$ cat config.mk
export PLATFORM = sky130hd
export DESIGN_NAME = renas_mcu_top
export DESIGN_NICKNAME = d
export VERILOG_FILES = /design/src/rtl/renas_mcu_pkg.sv /design/src/rtl/renas_spi_shifter.sv /design/src/rtl/renas_mcu_top.sv
export SDC_FILE = /design/constraint.sdc
export NUM_CORES = 1
export LEC_CHECK = 0
export BUFFER_PORTS_ARGS = -buffer_cell sky130_fd_sc_hd__buf_4
export CAP_MARGIN = 20
export CELL_PAD_IN_SITES_DETAIL_PLACEMENT = 0
export CELL_PAD_IN_SITES_GLOBAL_PLACEMENT = 2
export CORE_MARGIN = 2
export CORE_UTILIZATION = 45
export DETAILED_ROUTE_END_ITERATION = 10
export HOLD_SLACK_MARGIN = 0.03
export MAX_ROUTING_LAYER = met4
export PLACE_DENSITY_LB_ADDON = 0.1
export SYNTH_ARGS = -nofsm -noshare
export SYNTH_HDL_FRONTEND = slang
export SYNTH_SLANG_ARGS = --single-unit
$ cat constraint.sdc
create_clock -name clk -period 6.88 [get_ports clk]
set_input_delay 0.688 -clock clk [delete_from_list [all_inputs] [get_ports clk]]
set_output_delay 0.688 -clock clk [all_outputs]
set_load 0.1 [all_outputs]
$ cat src/rtl/renas_mcu_pkg.sv
// Shared types and constants for the autonomous SPI echo master.
package renas_mcu_pkg;

    typedef enum logic [1:0] {
        IDLE,
        SETUP,
        SHIFT,
        HOLD
    } state_e;

    localparam logic [7:0]  RESET_TX   = 8'hA5;
    localparam int unsigned NUM_SLAVES = 4;

    // Active-low one-hot select pattern for slave idx
    function automatic logic [NUM_SLAVES-1:0] sel_decode(input logic [1:0] idx);
        logic [NUM_SLAVES-1:0] sel;
        sel      = '1;
        sel[idx] = 1'b0;
        return sel;
    endfunction

endpackage

$ cat src/rtl/renas_spi_shifter.sv
// SPI mode-0 bit engine: clock divider, sclk generation and tx/rx shift registers.
// load presents the tx MSB, start launches the 16 sclk edges, done marks the last
// falling edge and commit echoes the received byte into tx and parks mosi low.
module renas_spi_shifter
    import renas_mcu_pkg::*;
#(
    parameter int unsigned CLK_DIV = 4,
    parameter int unsigned DATA_W  = 8
) (
    input  logic clk,
    input  logic rst_n,
    input  logic load,
    input  logic start,
    input  logic commit,
    input  logic miso,
    output logic sclk,
    output logic mosi,
    output logic done
);

    localparam int unsigned       EDGE_W    = $clog2(2 * DATA_W);
    localparam logic [EDGE_W-1:0] LAST_EDGE = EDGE_W'(2 * DATA_W - 1);
    localparam logic [7:0]        DIV_LAST  = 8'(CLK_DIV - 1);

    logic [7:0]        div_cnt;
    logic [EDGE_W-1:0] edge_cnt;
    logic              running;
    logic              sclk_q;
    logic              mosi_q;
    logic [DATA_W-1:0] tx_reg;
    logic [DATA_W-1:0] rx_reg;
    logic              tick;
    logic [EDGE_W-2:0] next_bit;

    // Divider expiry marks an sclk edge; the last one ends the frame's shifting
    assign tick = running && (div_cnt == DIV_LAST);
    assign done = tick && (edge_cnt == LAST_EDGE);

    // Falling edge k (k = 1..7) presents bit DATA_W-1-k; edge_cnt[..:1] is k-1 there
    assign next_bit = (EDGE_W - 1)'(DATA_W - 2) - edge_cnt[EDGE_W-1:1];

    // Divider, sclk toggling, rx capture on rising edges, tx bit select on falling edges
    always_ff @(posedge clk or negedge rst_n) begin
        if (!rst_n) begin
            div_cnt  <= '0;
            edge_cnt <= '0;
            running  <= 1'b0;
            sclk_q   <= 1'b0;
            mosi_q   <= 1'b0;
            tx_reg   <= RESET_TX;
            rx_reg   <= '0;
        end else begin
            if (load) begin
                mosi_q <= tx_reg[DATA_W-1];
            end
            if (start) begin
                running  <= 1'b1;
                div_cnt  <= '0;
                edge_cnt <= '0;
            end else if (running) begin
                if (tick) begin
                    div_cnt  <= '0;
                    sclk_q   <= ~sclk_q;
                    edge_cnt <= edge_cnt + 1'b1;
                    if (!sclk_q) begin
                        rx_reg <= {rx_reg[DATA_W-2:0], miso};
                    end else if (edge_cnt != LAST_EDGE) begin
                        mosi_q <= tx_reg[next_bit];
                    end
                    if (edge_cnt == LAST_EDGE) begin
                        running <= 1'b0;
                    end
                end else begin
                    div_cnt <= div_cnt + 8'd1;
                end
            end
            if (commit) begin
                tx_reg <= rx_reg;
                mosi_q <= 1'b0;
            end
        end
    end

    assign sclk = sclk_q;
    assign mosi = mosi_q;

endmodule

$ cat src/rtl/renas_mcu_top.sv
// Autonomous SPI master: round-robins frames over four slaves, each frame
// transmitting the byte received in the previous one (first frame sends 8'hA5).
module renas_mcu_top
    import renas_mcu_pkg::*;
#(
    parameter int unsigned CLK_DIV    = 4,
    parameter int unsigned GAP_CYCLES = 4,
    parameter int unsigned DATA_W     = 8
) (
    input  logic clk,
    input  logic rst_n,
    input  logic miso_simo,
    output logic mosi_somi,
    output logic sclk,
    output logic ss_0,
    output logic ss_1,
    output logic ss_2,
    output logic ss_3
);

    localparam logic [7:0] DIV_LAST = 8'(CLK_DIV - 1);
    localparam logic [7:0] GAP_LAST = 8'(GAP_CYCLES);

    state_e                state;
    logic [7:0]            cnt;
    logic [1:0]            idx;
    logic [NUM_SLAVES-1:0] ss;
    logic                  load;
    logic                  start;
    logic                  commit;
    logic                  done;

    assign load   = (state == IDLE)  && (cnt == GAP_LAST);
    assign start  = (state == SETUP) && (cnt == DIV_LAST);
    assign commit = (state == HOLD)  && (cnt == DIV_LAST);

    // Frame sequencer with registered selects.
    // Leaving HOLD preloads cnt with 1 so the select-high gap is exactly GAP_CYCLES,
    // while the reset path starts at 0 and so gives one extra cycle before ss_0 falls.
    always_ff @(posedge clk or negedge rst_n) begin
        if (!rst_n) begin
            state <= IDLE;
            cnt   <= '0;
            idx   <= '0;
            ss    <= '1;
        end else begin
            unique case (state)
                IDLE: begin
                    if (load) begin
                        state <= SETUP;
                        cnt   <= '0;
                        ss    <= sel_decode(idx);
                    end else begin
                        cnt <= cnt + 8'd1;
                    end
                end
                SETUP: begin
                    if (start) begin
                        state <= SHIFT;
                        cnt   <= '0;
                    end else begin
                        cnt <= cnt + 8'd1;
                    end
                end
                SHIFT: begin
                    if (done) begin
                        state <= HOLD;
                        cnt   <= '0;
                    end
                end
                HOLD: begin
                    if (commit) begin
                        state <= IDLE;
                        cnt   <= 8'd1;
                        ss    <= '1;
                        idx   <= idx + 2'd1;
                    end else begin
                        cnt <= cnt + 8'd1;
                    end
                end
                default: begin
                    state <= IDLE;
                    cnt   <= '0;
                    ss    <= '1;
                end
            endcase
        end
    end

    renas_spi_shifter #(
        .CLK_DIV (CLK_DIV),
        .DATA_W  (DATA_W)
    ) u_shifter (
        .clk    (clk),
        .rst_n  (rst_n),
        .load   (load),
        .start  (start),
        .commit (commit),
        .miso   (miso_simo),
        .sclk   (sclk),
        .mosi   (mosi_somi),
        .done   (done)
    );

    assign ss_0 = ss[0];
    assign ss_1 = ss[1];
    assign ss_2 = ss[2];
    assign ss_3 = ss[3];

endmodule

Word level (Yosys, flattened, before mapping)
Cells that the tools add are included.
{ "word_totals": {"inputBits": 3, "output_inout_bits": 6, "wordCells": 84, "reg_bits": 47} }
{ "classes": {"n_lt_le_gt_ge": 3, "bitwise": 3, "mux": 34, "reduce_logical": 16, "addsub": 5, "n_eq_ne": 12} }
{ "op_table": {"columns": ["cell", "n"], "rows": [
  ["$mux W8", 7],
  ["$pmux W8 S4", 1],
  ["$mux W4", 5],
  ["$add A8 B1 Y8 const B", 2],
  ["$eq A8 B2 Y1 const B", 2],
  ["$mux W1", 13],
  ["$eq A8 B3 Y1 const B", 1],
  ["$mux W2", 4],
  ["$ne A2 B2 Y1 const B", 4],
  ["$pmux W2 S4", 1],
  ["$pmux W4 S2", 1],
  ["$reduce_and A4 Y1", 2],
  ["$logic_and A1 B1 Y1", 6],
  ["$reduce_and A3 Y1", 2],
  ["$reduce_bool A2 Y1", 3],
  ["$add A4 B1 Y4 const B", 1],
  ["$eq A2 B2 Y1 const B", 2],
  ["$eq A4 B4 Y1 const B", 1],
  ["$lt A3 B4 Y1 const B", 1],
  ["$ne A4 B4 Y1 const B", 1],
  ["$not A4 Y4", 1],
  ["$reduce_and A2 Y1", 2],
  ["$bmux W1 S3", 1],
  ["$lt A2 B3 Y1 const B", 1],
  ["7 further kinds", 8]
]} }

Longest topological paths before layout
Gate-level depths: netlist (run 1).
{ "depth": {"depth_word": 9, "depth_mapped": 7} }

Hierarchy
Synthesis (run 1) repeated with hierarchy kept, for this count alone.
{ "hier_totals": {"hier_cells": 231, "hier_area_um2": 2567.5} }
{ "by_module_without_submodules": {"columns": ["mod", "cells_per_inst", "instances", "area_each_um2", "seq_area_each_um2"], "rows": [
  ["renas_spi_shifter", 117, 1, 1457.6, 780.7],
  ["renas_mcu_top", 114, 1, 1109.8, 405.4]
]} }

Worst setup path before layout (run 1)
No wires, ideal clock.
{ "synth_timing": {"kind": "register -> register", "startpoint": "reg u_shifter.div_cnt[5]", "endpoint": "reg u_shifter.rx_reg[0]", "arrival_ns": 2.142, "path_slack_ns": 4.613, "setup_time_ns": 0.125, "path_stages_with_launch": 8, "cell_sequence": "dfrtp_1 > or4_1 > buf_2 > or2_0 > clkbuf_2 > or3_1 > buf_6 > mux2_4"} }
{ "synth_between": {"elab_chain_len": 3} }
{ "synth_rtl": {"columns": ["item", "line_no", "source"], "rows": [
  ["start: declaration", "renas_spi_shifter.sv:25", "logic [7:0] div_cnt;"],
  ["start signal: assignment", "renas_spi_shifter.sv:74", "div_cnt <= div_cnt + 8'd1;"],
  ["$eq A8 B2 Y1", "renas_spi_shifter.sv:36", "assign tick = running && (div_cnt == DIV_LAST);"],
  ["$logic_and A1 B1 Y1", "renas_spi_shifter.sv:36", null],
  ["$reduce_and A4 Y1 (no line)", null, null],
  ["end signal: assignment", "renas_spi_shifter.sv:66", "rx_reg <= {rx_reg[DATA_W-2:0], miso};"],
  ["end: declaration", "renas_spi_shifter.sv:31", "logic [DATA_W-1:0] rx_reg;"]
]} }
Every way passes these cells.
A chain may end at the register's enable or synchronous reset.

Worst setup path in the final report (run 1)
{ "layout_timing": {"startpoint": "reg cnt[4]", "endpoint": "reg u_shifter.rx_reg[6]"} }
{ "layout_between": {"elab_chain_len": 4} }
{ "layout_rtl": {"columns": ["item", "line_no", "source"], "rows": [
  ["start: declaration", "renas_mcu_top.sv:25", "logic [7:0] cnt;"],
  ["start signal: assignment", "renas_mcu_top.sv:54", "cnt <= cnt + 8'd1;"],
  ["start signal: assignment", "renas_mcu_top.sv:62", "cnt <= cnt + 8'd1;"],
  ["start signal: assignment", "renas_mcu_top.sv:78", "cnt <= cnt + 8'd1;"],
  ["$eq A8 B2 Y1", "renas_mcu_top.sv:34", "assign start = (state == SETUP) && (cnt == DIV_LAST);"],
  ["$logic_and A1 B1 Y1", "renas_mcu_top.sv:34", null],
  ["$not A1 Y1 (no line)", null, null],
  ["$reduce_and A4 Y1 (no line)", null, null]
]} }
Every way passes these cells.

==> results of run 1 <==
-- per-layer routing --
metal	part of all wire (%)	track usage, %	vias to the layer above
met1	49	23.4	830
met4	0.72	4.14	0
li1	-	-	825
met3	2.0	3.41	4
met5	0	-	-
met2	48	27.4	15
-- report_power, final --
part           total (mW)  internal, mW  switching, mW
clock               0.213         0.120         0.0932
sequential          0.280         0.278        0.00150
combinational     0.00870       0.00307        0.00563
total               0.501         0.401          0.100
-- cell families after synthesis --
group	Yosys count	share of synthesized area, %
buffers and inverters	22	3.64
muxes	26	13.6
and+or+nand+nor	75	16.1
xor gates and xnor gates	10	3.44
AOI/OAI and AO/OA	33	9.20
DFF	47	46.7
adders and majority gates	15	7.38
-- final cells by class --
class	count	area (sq um)	area share (%)
clock inverter	2	38.8	1.40
timing repair buffer	9	67.6	2.44
tap	72	90.1	3.25
inverter	11	41.3	1.49
multi-input combinational	159	1260	45.6
sequential	47	1190	42.8
clock buffer	6	82.6	2.98
-- critical path, stage by stage (launching register included) --
cell	delay, ns
dfrtp_1	0.45
or4_1	0.66
nor4_2	0.23
buf_4	0.27
or3_1	0.45
mux2_4	0.35
-- how the worst min path moves through the flow --
stage                                           end  slack, ns  depth (start not counted)
finish                           idx[1]$_DFFE_PN0P_       0.38                          1
floorplan                        cnt[0]$_DFFE_PN0P_       0.39                          0
global route                     idx[1]$_DFFE_PN0P_       0.43                          1
global placement    u_shifter.tx_reg[3]$_DFFE_PN0P_       0.49                          1
CTS                              idx[1]$_DFFE_PN0P_       0.41                          1
detailed placement  u_shifter.tx_reg[1]$_DFFE_PN0P_       0.50                          1
-- stage by stage --
step                      setup slack [ns]  cells
after floorplan                       4.61    228
after global placement                4.38    298
after detailed placement              4.36    298
after CTS                             4.35    306
after global routing                  4.20    306
final                                 4.35    306
-- cells in the mapped netlist (all sizes together) --
cell type | instances | share of area, %
clkbuf | 9 | 1.4
nand3b | 1 | 0.30
o32a | 1 | 0.39
nand4bb | 1 | 0.44
nand3 | 10 | 2.0
o31ai | 1 | 0.30
nor3 | 8 | 1.6
a31oi | 1 | 0.25
dfstp | 8 | 8.3
or3 | 1 | 0.25
or2 | 5 | 1.2
and4 | 1 | 0.34
a311oi | 1 | 0.34
nand4 | 2 | 0.49
and3 | 3 | 0.74
dfrtp | 39 | 38
nand2b | 9 | 2.2
mux2 | 24 | 12
buf | 2 | 0.64
xor2 | 5 | 1.7
o211ai | 9 | 2.7
a22oi | 1 | 0.30
inv | 11 | 1.6
a21oi | 4 | 0.79
nor2b | 2 | 0.49
nor2 | 10 | 1.5
mux4 | 2 | 1.8
nor4b | 1 | 0.34
o31a | 4 | 1.4
o221ai | 2 | 0.69
o21ai | 6 | 1.2
ha | 15 | 7.4
o211a | 1 | 0.39
o22ai | 2 | 0.49
or4 | 4 | 1.2
xnor2 | 5 | 1.7
nor4 | 3 | 0.98
nand2 | 14 | 2.1
==> summary.md, run 1 <==
| Metric | Value |
|---|---|
| Synthesized instance count | between 200 and 250 |
| Count of input and output buffers | 8 |
| Hold-fix buffers, CTS | 0 |
| CTS Buf Count | 5 |
| Slew @ Worst Pin | 0.973 ns |
| Final Instance Area | 0.00277 sq mm |
| Hpwl dp | roughly 3.3 mm |
| Total power | 0.501 mW |
| CTS tree | yes |
| First-pass GRT wire length | 8.38 mm |
| Die width | between 70 and 80 microns |
| Hold Slack | 0.383 ns |
| Yosys reg bits | 47 |
| Rel. slew slack | 34.7% |
| Clk_lat worst skew | 0.29 ns |
| Max_cap viols | 0 |
| Critical path arrival | around 2.7 ns |
| CTS clock-pin slew for the worst setup and hold paths | approximately 0.09 ns |
| Pin count of the biggest net entering global routing | 48 |
| Part of the cycle the worst path needs | a little under two fifths |
| Status | finished, final reports clean |
| Crit-path max FO | 17 |
| Crit. Startpoint | cnt[4]$_DFFE_PN0P_ |
| Drt via density | between 5 and 6 |
| Vias in the first global route | approximately 1800 |
| Hold Crit Class | input pin to asynchronous set/reset pin |
| Die ar. | 0.00627 sq mm |
| Post-synth cell types | between 40 and 50 |
| Max VDD drop | 0.139 mV |
| RSZ-0062 raised after global routing | no |
| IO Pins | 9 |
| GRT overflow | 0 |
| DRT Wirelength | 4.59 mm |
| Placed Area | 0.00265 sq mm |
| P_leak | 1.22 nW |
| Setup tns final | 0 ns |
| Core box area | 0.00547 sq mm |
| Worst r2r src | cnt[4]$_DFFE_PN0P_ |
| Post-route ant nets | 0 |
| Synth warn | 0 |
| Rows | 27 |
| Slew Viols, Final | 0 |
| Htree depth | 2 |
| Util after Layout | 50.6% |
| GRT Total Usage | 17.4% |
| Max Clock Skew | 0.00852 ns |
| R2r endpoint | u_shifter.rx_reg[6]$_DFFE_PN0P_ |
| First-pass iteration count of the detailed router | 4 |
| Fmax | just under 400 MHz |
| Reg2Reg Setup Slack | about 4.4 ns |
| Crit end category | register |
| Routability cong. | 0.802 |
| Initial antenna violation count | 0 |
| Syn_area_per_cell | 11.2 sq um |
| Critical Path RT | 7.06 ns |
| Fillcell total | 494 |
| Clock root cell | clkbuf_8 |
| Synthesized area | 0.00254 sq mm |
| Routed len/inst | about 15 microns |
| Min cycle time layout | 2.53 ns |
| Crit path to | u_shifter.rx_reg[6]$_DFFE_PN0P_ |
| CTS Sinks | 47 |
| Post-CTS Resized | 0 |
| Sequential element share of the synthesized area | a little under half |
| Commonest non-fill, non-tap cell in the layout | dfrtp_1 |
| 1st-iter DRT viols | approximately 110 |
| Nets | between 200 and 300 |
| Layout area overhead | 8.96% |
| Reg2reg path depth | 5 |
| Final setup vio count | 0 |
| Final hold vios | 0 |
| Kind of critical path | register to register |
| Initial Util | 46.5% |
| Antenna Cells | 0 |
| Share of cells above drive strength 1 | 24.4% |
| Commonest cells after routing, fill and taps aside | 39 x dfrtp_1, 16 x mux2_2, 15 x ha_1 |
| Pwr Density | 181 mW/mm^2 |
| Synth Net Count | 246 |
| CTS max path bufs | 2 |
| Crit path launch type | register |
| Setup bufs post-CTS | 0 |
| Die Height | just under 80 microns |
| Via count | around 1700 |
| DRC viols | 0 |
Note: power is estimated with default switching activity, not from simulation.
==> inputs of run 2 (changes only) <==
--- a/config.mk
+++ b/config.mk
@@ -10,7 +10,7 @@
 export CELL_PAD_IN_SITES_DETAIL_PLACEMENT = 0
 export CELL_PAD_IN_SITES_GLOBAL_PLACEMENT = 2
 export CORE_MARGIN = 2
-export CORE_UTILIZATION = 45
+export CORE_UTILIZATION = 38
 export DETAILED_ROUTE_END_ITERATION = 10
 export HOLD_SLACK_MARGIN = 0.03
 export MAX_ROUTING_LAYER = met4
==> constraint.sdc (replaced) <==
create_clock -name clk -period 2.15 [get_ports clk]
set_input_delay 0.215 -clock clk [delete_from_list [all_inputs] [get_ports clk]]
set_output_delay 0.215 -clock clk [all_outputs]
set_load 0.1 [all_outputs]
==> summary.md, run 2 (synthesis results as in run 1) <==
| Metric | Value |
|---|---|
| Pwr Density | 500 mW/mm^2 (was 181 mW/mm^2) |
| Sw Share | 23.8% (was 20.0%) |
| Count of input and output buffers | 8 (unchanged) |
| Max_cap viols | 0 (unchanged) |
| Initial Util | 39.6% (was 46.5%) |
| Critical path arrival | 2.36 ns (was 2.71 ns) |
| Slew @ Worst Pin | 0.586 ns (was 0.973 ns) |
| P_leak | 1.35 nW (was 1.22 nW) |
| R2r endpoint | u_shifter.mosi$_DFF_PN0_ (was u_shifter.rx_reg[6]$_DFFE_PN0P_) |
| CTS Sinks | 47 (unchanged) |
| Slew Viols, Final | 0 (unchanged) |
| Initial antenna violation count | 0 (unchanged) |
| Gate power share | 1.9% (was 1.7%) |
| Rows | 29 (was 27) |
| Commonest cells after routing, fill and taps aside | 38 x dfrtp_1, 36 x buf_4, 15 x mux2_2 (was 39 x dfrtp_1, 16 x mux2_2, 15 x ha_1) |
| GRT overflow | 0 (unchanged) |
| Clock share of power | 38.4% (was 42.5%) |
| Worst r2r src | u_shifter.edge_cnt[1]$_DFFE_PN0P_ (was cnt[4]$_DFFE_PN0P_) |
| Cell depth of the worst min-delay path | 2 |
| Int Pwr | 1.14 mW (was 0.401 mW) |
| Critical Path RT | 2.36 ns (was 7.06 ns) |
| Vias in the first global route | 1883 (was 1753) |
| Layout area overhead | 17.9% (was 8.96%) |
| Antenna Cells | 0 (unchanged) |
| Reg2Reg Setup Slack | 0.001 ns (was 4.35 ns) |
| IO Pins | 9 (unchanged) |
| 1st-iter DRT viols | 67 (was 105) |
| Via count | 1803 (was 1674) |
| Core box area | 0.00642 sq mm (was 0.00547 sq mm) |
| DRC viols | 0 (unchanged) |
| DRT Wirelength | 5.03 mm (was 4.59 mm) |
| Sequential Area | 0.00119 sq mm (about the same) |
| Sw power | 0.358 mW (was 0.100 mW) |
| CTS max path bufs | 2 (unchanged) |
| Min cycle time layout | 2.15 ns (was 2.53 ns) |
| Setup tns final | 0 ns (unchanged) |
| Htree depth | 2 (unchanged) |
| CTS tree | yes (unchanged) |
| Crit-path max FO | 2 (was 17) |
| Final hold vios | 0 (unchanged) |
| Share of cells above drive strength 1 | 34.0% (was 24.4%) |
| RSZ-0062 raised after global routing | yes (was no) |
| Nets | 279 (was 251) |
| Max Clock Skew | 0.00789 ns (was 0.00852 ns) |
| Fillcell total | 608 (was 494) |
| Status | finished, final reports clean (unchanged) |
| Crit. Startpoint | u_shifter.edge_cnt[1]$_DFFE_PN0P_ (was cnt[4]$_DFFE_PN0P_) |
| CTS Buf Count | 5 (unchanged) |
| Sequential power share | 59.7% (was 55.8%) |
| Die ar. | 0.00736 sq mm (was 0.00627 sq mm) |
| First-pass iteration count of the detailed router | 6 (was 4) |
| Rel. slew slack | 60.9% (was 34.7%) |
| Clk_lat worst skew | 0.31 ns (was 0.29 ns) |
| Kind of critical path | register to register (unchanged) |
| Post-route ant nets | 0 (unchanged) |
| Max VDD drop | 0.275 mV (was 0.139 mV) |
| Multi-input gate area | 0.00129 sq mm (was 0.00126 sq mm) |
| Die Height | 85.8 microns (was 79.2 microns) |
| CTS clock-pin slew for the worst setup and hold paths | 0.10 ns (was 0.09 ns) |
| Hold Path Origin | miso_simo |
| Hold Crit Class | input pin to register (was input pin to asynchronous set/reset pin) |
| Hold Slack | 0.133 ns (was 0.383 ns) |
| Hold Crit Endpoint | u_shifter.rx_reg[0]$_DFFE_PN0P_ |
| First-pass GRT wire length | 8.78 mm (was 8.38 mm) |
| Crit path launch type | register (unchanged) |
| Drt via density | 5.32 (was 5.47) |
| Hpwl dp | 3.66 mm (was 3.30 mm) |
| Clock root cell | clkbuf_8 (unchanged) |
| Routability cong. | 0.877 (was 0.802) |
| Part of the cycle the worst path needs | 99.9% (was 36.7%) |
| Reg2reg path depth | 5 (unchanged) |
| Commonest non-fill, non-tap cell in the layout | dfrtp_1 (unchanged) |
| Die width | 85.8 microns (was 79.2 microns) |
| GRT Total Usage | 15.7% (was 17.4%) |
| Crit end category | register (unchanged) |
| Fmax | 465 MHz (was 396 MHz) |
| Final setup vio count | 0 (unchanged) |
| Pin count of the biggest net entering global routing | 48 (unchanged) |
| Routed len/inst | 14.8 microns (was 15.0 microns) |
## run 2: changes by cell type in the layout (fill, tap and decap cells not counted), sizes merged
cell / before / now
inv: 12 / 13
clkbuf: 6 / 5
clkinvlp: 0 / 1
bufinv: 1 / 0
dlygate4sd3: 0 / 1
buf: 9 / 36
## run 2: area by class of cell
class	instances	share of cell area, %
Multi-Input combinational cell	159	43.2
Sequential cell	47	39.6
Timing Repair Buffer	37	9.35
Tap cell	77	3.22
Clock buffer	5	2.30
Inverter	11	1.38
Clock inverter	3	0.919
## run 2: stage by stage
step	total power, mW	setup slack (ns)	utilization [%]	cells	instance area, sq um
2_1_floorplan	0.918	-0.117	-	228	2560
3_3_place_gp	0.939	0.0265	44.4	327	2850
3_5_place_dp	0.942	0.00465	44.4	327	2850
4_1_cts	1.52	-0.00740	46.2	337	2970
5_1_grt	1.57	-0.0587	46.7	339	3000
6_report	1.50	0.00122	46.7	339	3000
## run 2: layer usage
layer | global-route usage [%] | share of wire [%]
met1 | 19.1 | 44
met2 | 26.0 | 51
met3 | 2.89 | 2.7
met4 | 5.63 | 1.6
met5 | - | 0
## run 2: worst max-delay path by stage
stage,depth (start not counted),slack [ns],endpoint
4_1_cts,5,-0.007,u_shifter.mosi$_DFF_PN0_
3_3_place_gp,5,0.03,u_shifter.mosi$_DFF_PN0_
5_1_grt,5,-0.06,u_shifter.mosi$_DFF_PN0_
6_report,5,0.001,u_shifter.mosi$_DFF_PN0_
3_5_place_dp,5,0.005,u_shifter.mosi$_DFF_PN0_
2_1_floorplan,7,-0.12,u_shifter.rx_reg[0]$_DFFE_PN0P_
## run 2: power by group through the flow
stage / registers [mW] / logic, mW / clock network [mW]
floorplan: 0.910 / 0.00840 / 0
global placement: 0.911 / 0.0284 / 0
detailed placement: 0.911 / 0.0301 / 0
CTS: 0.895 / 0.0312 / 0.599
global route: 0.896 / 0.0337 / 0.638
finish: 0.895 / 0.0291 / 0.576
## run 2: worst max-delay path, cell delays in order (launching register included)
cell     delay (ns)
dfrtp_2        0.44
ha_4           0.27
mux4_2         0.48
mux2_4         0.26
or4_1          0.47
o211a_1        0.13
## run 2: timing repair
item                                    4_1_cts  5_1_grt
buffers inserted                              1        2
resized for setup                             1        3
hold buffers                                  1        0
endpoints found under the setup margin        1       16
hold endpoints to repair                     39        0
pin swaps                                     1        0
